$ cat config.mk
export PLATFORM = sky130hd
export DESIGN_NAME = uart_rx
export DESIGN_NICKNAME = d
export VERILOG_FILES = /design/src/rtl/uart_rx.sv
export SDC_FILE = /design/constraint.sdc
export NUM_CORES = 1
export LEC_CHECK = 0
export ABC_AREA = 0
export CORE_ASPECT_RATIO = 1.25
export CORE_MARGIN = 3
export CORE_UTILIZATION = 55
export DETAILED_ROUTE_END_ITERATION = 12
export PLACE_DENSITY = 0.8
export SETUP_SLACK_MARGIN = 0.05
export SKIP_CTS_REPAIR_TIMING = 1
export SLEW_MARGIN = 20
export SYNTH_ARGS = -nofsm -noshare
export SYNTH_HDL_FRONTEND = slang
export SYNTH_SLANG_ARGS = --single-unit
$ cat constraint.sdc
create_clock -name clk -period 2.39 [get_ports clk]
set_input_delay 0.717 -clock clk [delete_from_list [all_inputs] [get_ports clk]]
set_output_delay 0.717 -clock clk [all_outputs]
set_load 0.05 [all_outputs]
$ cat src/rtl/uart_rx.sv
`default_nettype none
// ============================================================================
// Module  : uart_rx
// Oversampling UART receiver: centre-samples LSB-first frames on the shared
// baud tick, checks optional parity and stop bit, strobes rx_done per frame.
// Rev     : 1.0  initial release
// ============================================================================
module uart_rx #(
  parameter int BAUD              = 9600,
  parameter int CLK_FREQ          = 50_000_000,
  parameter int OVERSAMPLING_RATE = 16,
  parameter int DATA_WD           = 8,
  parameter int PARITY            = 0
) (
  input  logic               clk,
  input  logic               rst,
  input  logic               tick,
  input  logic               rx,
  output logic [DATA_WD-1:0] dout,
  output logic               rx_done,
  output logic               rx_busy,
  output logic               parity_err,
  output logic               frame_err
);

  localparam int c_cnt_w = (OVERSAMPLING_RATE > 1) ? $clog2(OVERSAMPLING_RATE) : 1;
  localparam int c_idx_w = (DATA_WD > 1) ? $clog2(DATA_WD) : 1;
  localparam logic [c_cnt_w-1:0] c_half     = c_cnt_w'(OVERSAMPLING_RATE / 2 - 1);
  localparam logic [c_cnt_w-1:0] c_full     = c_cnt_w'(OVERSAMPLING_RATE - 1);
  localparam logic [c_idx_w-1:0] c_last_bit = c_idx_w'(DATA_WD - 1);
  localparam bit                 c_par_en   = (PARITY == 1) || (PARITY == 2);

  typedef enum logic [5:0] {
    S_IDLE   = 6'b000001,
    S_START  = 6'b000010,
    S_DATA   = 6'b000100,
    S_PARITY = 6'b001000,
    S_STOP   = 6'b010000,
    S_DONE   = 6'b100000
  } state_t;

  state_t               r_state;
  logic [1:0]           r_sync;
  logic [c_cnt_w-1:0]   r_cnt;
  logic [c_idx_w-1:0]   r_bit_idx;
  logic [DATA_WD-1:0]   r_shift;
  logic                 r_armed;
  logic                 r_perr;
  logic                 w_rxs;
  logic                 w_par_exp;

  assign w_rxs     = r_sync[1];
  assign w_par_exp = (PARITY == 1) ? ^r_shift : ~^r_shift;

  always_ff @(posedge clk or posedge rst) begin
    if (rst) begin
      r_sync <= 2'b11;
    end else begin
      r_sync <= {r_sync[0], rx};
    end
  end

  always_ff @(posedge clk or posedge rst) begin
    if (rst) begin
      r_state    <= S_IDLE;
      r_cnt      <= '0;
      r_bit_idx  <= '0;
      r_shift    <= '0;
      r_armed    <= 1'b0;
      r_perr     <= 1'b0;
      dout       <= '0;
      rx_done    <= 1'b0;
      rx_busy    <= 1'b0;
      parity_err <= 1'b0;
      frame_err  <= 1'b0;
    end else begin
      rx_done <= 1'b0;
      case (r_state)
        S_IDLE: begin
          if (tick) begin
            if (w_rxs) begin
              r_armed <= 1'b1;
            end else if (r_armed) begin
              r_state <= S_START;
              r_cnt   <= '0;
              r_armed <= 1'b0;
              r_perr  <= 1'b0;
              rx_busy <= 1'b1;
            end
          end
        end

        S_START: begin
          if (tick) begin
            if (r_cnt == c_half) begin
              r_cnt <= '0;
              if (!w_rxs) begin
                r_state <= S_DATA;
              end else begin
                r_state <= S_IDLE;
                r_armed <= 1'b1;
                rx_busy <= 1'b0;
              end
            end else begin
              r_cnt <= r_cnt + 1'b1;
            end
          end
        end

        S_DATA: begin
          if (tick) begin
            if (r_cnt == c_full) begin
              r_cnt   <= '0;
              // Right shift: the first (LSB) bit ends up at index 0 after DATA_WD shifts.
              r_shift <= DATA_WD'({w_rxs, r_shift} >> 1);
              if (r_bit_idx == c_last_bit) begin
                r_bit_idx <= '0;
                r_state   <= c_par_en ? S_PARITY : S_STOP;
              end else begin
                r_bit_idx <= r_bit_idx + 1'b1;
              end
            end else begin
              r_cnt <= r_cnt + 1'b1;
            end
          end
        end

        S_PARITY: begin
          if (tick) begin
            if (r_cnt == c_full) begin
              r_cnt   <= '0;
              r_perr  <= w_rxs ^ w_par_exp;
              r_state <= S_STOP;
            end else begin
              r_cnt <= r_cnt + 1'b1;
            end
          end
        end

        S_STOP: begin
          if (tick) begin
            if (r_cnt == c_full) begin
              r_cnt      <= '0;
              r_state    <= S_DONE;
              dout       <= r_shift;
              parity_err <= r_perr;
              frame_err  <= ~w_rxs;
              rx_done    <= 1'b1;
              // Only a high stop sample re-arms; a break after a bad frame must not retrigger.
              if (w_rxs) begin
                r_armed <= 1'b1;
              end
            end else begin
              r_cnt <= r_cnt + 1'b1;
            end
          end
        end

        S_DONE: begin
          rx_busy   <= 1'b0;
          r_bit_idx <= '0;
          r_state   <= S_IDLE;
        end

        default: begin
          r_state <= S_IDLE;
          r_cnt   <= '0;
          rx_busy <= 1'b0;
        end
      endcase
    end
  end

endmodule
`default_nettype wire

==> metrics.txt <==
status complete, no violations; Buffers & Inverters on Critical Path 1; FF+latch area 855 sq um; WS Path Type reg2out; clk slew on worst S/H paths 0.10 ns; R2R Path End r_state[1]; DIE AREA 3820 sq um; Post-Syn Nets 161; DR pass1 iterations 4; Num CTS Buffers 5; Slowest-stage cell, CP clkdlybuf4s50_1; crit-path cells clkdlybuf4s50_1; Avg WL per Cell 15.4 um; CTS root buffer clkbuf_4; Avg Inst Size Synth 11.1 sq um; Worst slew margin 64.0%; vias per std cell 5.77; Hold Fails Final Rpt 0; Pwr per Cell Area 869 nW/um^2; GRT Total Usage 19.0%; flop-to-flop setup slack 0.25 ns; WL final 3.20 mm; initial DRC count 44; startpoint types register; post-route setup slack 0.169 ns; final worst-path cycle share 92.9%; crit-path max cell delay 0.82 ns; cell count after synthesis 154; Syn-to-layout area delta 14.1%; Synth Flop Type dfrtp_1; ANT nets after route 0; gr ovfl total 0; Clock Skews 0.00897 ns; share of cells above drive strength 1 22.7%; Fin Hold WS 0.362 ns; Starting Density 58.1%; largest net degree at the start of global routing 27; Tmin final 2.22 ns; RSZ-0062 raised after global routing no; vias in the first global route 1230; Max Cap Viol 0; CP Depth 1; first-pass GRT wire length 5.48 mm; placer congestion estimate 0.922; fraction of registers with async set/reset 100%; CP Capture Type primary output; Peak VDD IR 785 uV; clock tree buffer depth 2; post-synth cell types 49; f_max 450 MHz; Final HPWL DP 2.35 mm; crit path DAT 1.50 ns; width of the chip 55.9 um; # IOs 16; CP Max Fanout 2; clock latency on the worst-skew pair 0.33 ns; Worst setup endpoint dout[7]; delay-heaviest family, CP buffers and inverters; Slew @ Worst Pin 0.540 ns; hold_sp r_sync[0]; DRC Markers 0; CP startpoint dout[7]; worst reg2reg path startpoint r_state[4]; num rows 22; Synth Cell Area 1710 sq um; clk sinks 34; leakage power 0.915 nW; path depth of the worst reg2reg path 5; initial antenna violation count 0; IO buf count 14; Seq/Total Area, Yosys 50.0%; Pins Over Slew Limit 0; CTS tree done; Seq cells post-synth 34; total number of vias 1201; Max H-tree Level 2; die height 68.4 um; Ys Warns 0; core area 2950 sq um; Ant. Diodes 0; pre-CTS WS 0.127 ns; # fillers 235; CP required 1.67 ns; setup TNS 0 ns; hold crit path type reg2reg; Post-layout nets 178; Multi-input gate area 779 sq um; Post-synth EDFFs 0; Final setup viols 0
[flip-flops by register name, indices dropped and copies added, names as in the netlist]
name       count
r_shift        8
r_cnt          4
rx_done        1
r_sync         2
dout           8
frame_err      1
r_state        5
r_bit_idx      3
r_armed        1
rx_busy        1
[through the flow]
stage / instance area [sq um] / instances / util, % / power (mW)
after floorplan: 1710 / 154 / - / 1.26
after global placement: 1890 / 200 / 64.2 / 1.36
after detailed placement: 1890 / 200 / 64.2 / 1.38
after CTS: 1950 / 208 / 66.3 / 1.71
after global routing: 1950 / 208 / 66.3 / 1.81
final: 1950 / 208 / 66.3 / 1.70
[metal layers]
layer,wire [um],up-vias,global-route usage [%]
li1,-,579,-
met1,1350,588,21.2
met2,1640,25,33.1
met3,131,9,5.28
met4,77,0,10.7
met5,0,-,0
[cells in the mapped netlist, types with 2 or more instances]
cell      count  area [sq um]
and3_1        3          18.8
nand2b_1      3          18.8
nand2_1      16          60.1
o31ai_1       2          15.0
nand3_1       3          15.0
inv_1         8          30.0
o21ai_1       3          15.0
a311oi_1      2          17.5
ha_1          3          37.5
nor2b_1       2          12.5
a31oi_1       2          12.5
o21ai_0       8          40.0
a21oi_1       5          25.0
dfstp_2       3          78.8
mux2_2       15           169
clkbuf_1      2          7.51
nor2_1        7          26.3
buf_2         4          20.0
nor4b_1       2          17.5
mux2_4        2          30.0
dfrtp_1      31           776
[layout make-up]
cell class | count | share of cell area (%)
multi-input cells | 104 | 39.9
inverters | 8 | 1.54
clock inverters | 1 | 0.256
flip-flops and latches | 34 | 43.8
well taps | 36 | 2.31
clock buffers | 7 | 2.82
repair buffers | 18 | 9.36
[cell families (layout without fill, tap and decap cells)]
family	Yosys count	after routing	share of synthesized area, %
buffers and inverters	16	34	4.46
muxes	19	19	12.9
and+or+nand+nor	46	46	14.8
xor gates and xnor gates	2	2	1.46
AOI/OAI and AO/OA	33	33	14.0
DFF	34	34	50.0
other	1	1	0.219
adders and majority gates	3	3	2.19
[cells in the final DEF (no fill, tap or decap), types with 5 or more instances in the layout]
master	Yosys	routed
o21ai_0	8	8
a21oi_1	5	5
clkbuf_4	0	5
clkdlybuf4s50_1	0	14
nor2_1	7	7
inv_1	8	8
dfrtp_1	31	31
nand2_1	16	16
mux2_2	15	15
[how the worst min path moves through the flow]
stage          cells after the start  slack (ns)   endpoint
2_1_floorplan                      0        0.35  r_sync[1]
3_3_place_gp                       0        0.35  r_sync[1]
3_5_place_dp                       0        0.35  r_sync[1]
4_1_cts                            0        0.36  r_sync[1]
5_1_grt                            0        0.37  r_sync[1]
6_report                           0        0.36  r_sync[1]
[power by group]
group	internal, mW	switching [mW]
Combinational	0.296	0.348
Sequential	0.634	0.0932
Clock	0.143	0.184
Total	1.07	0.625
Power figures use the tool's default switching activity.
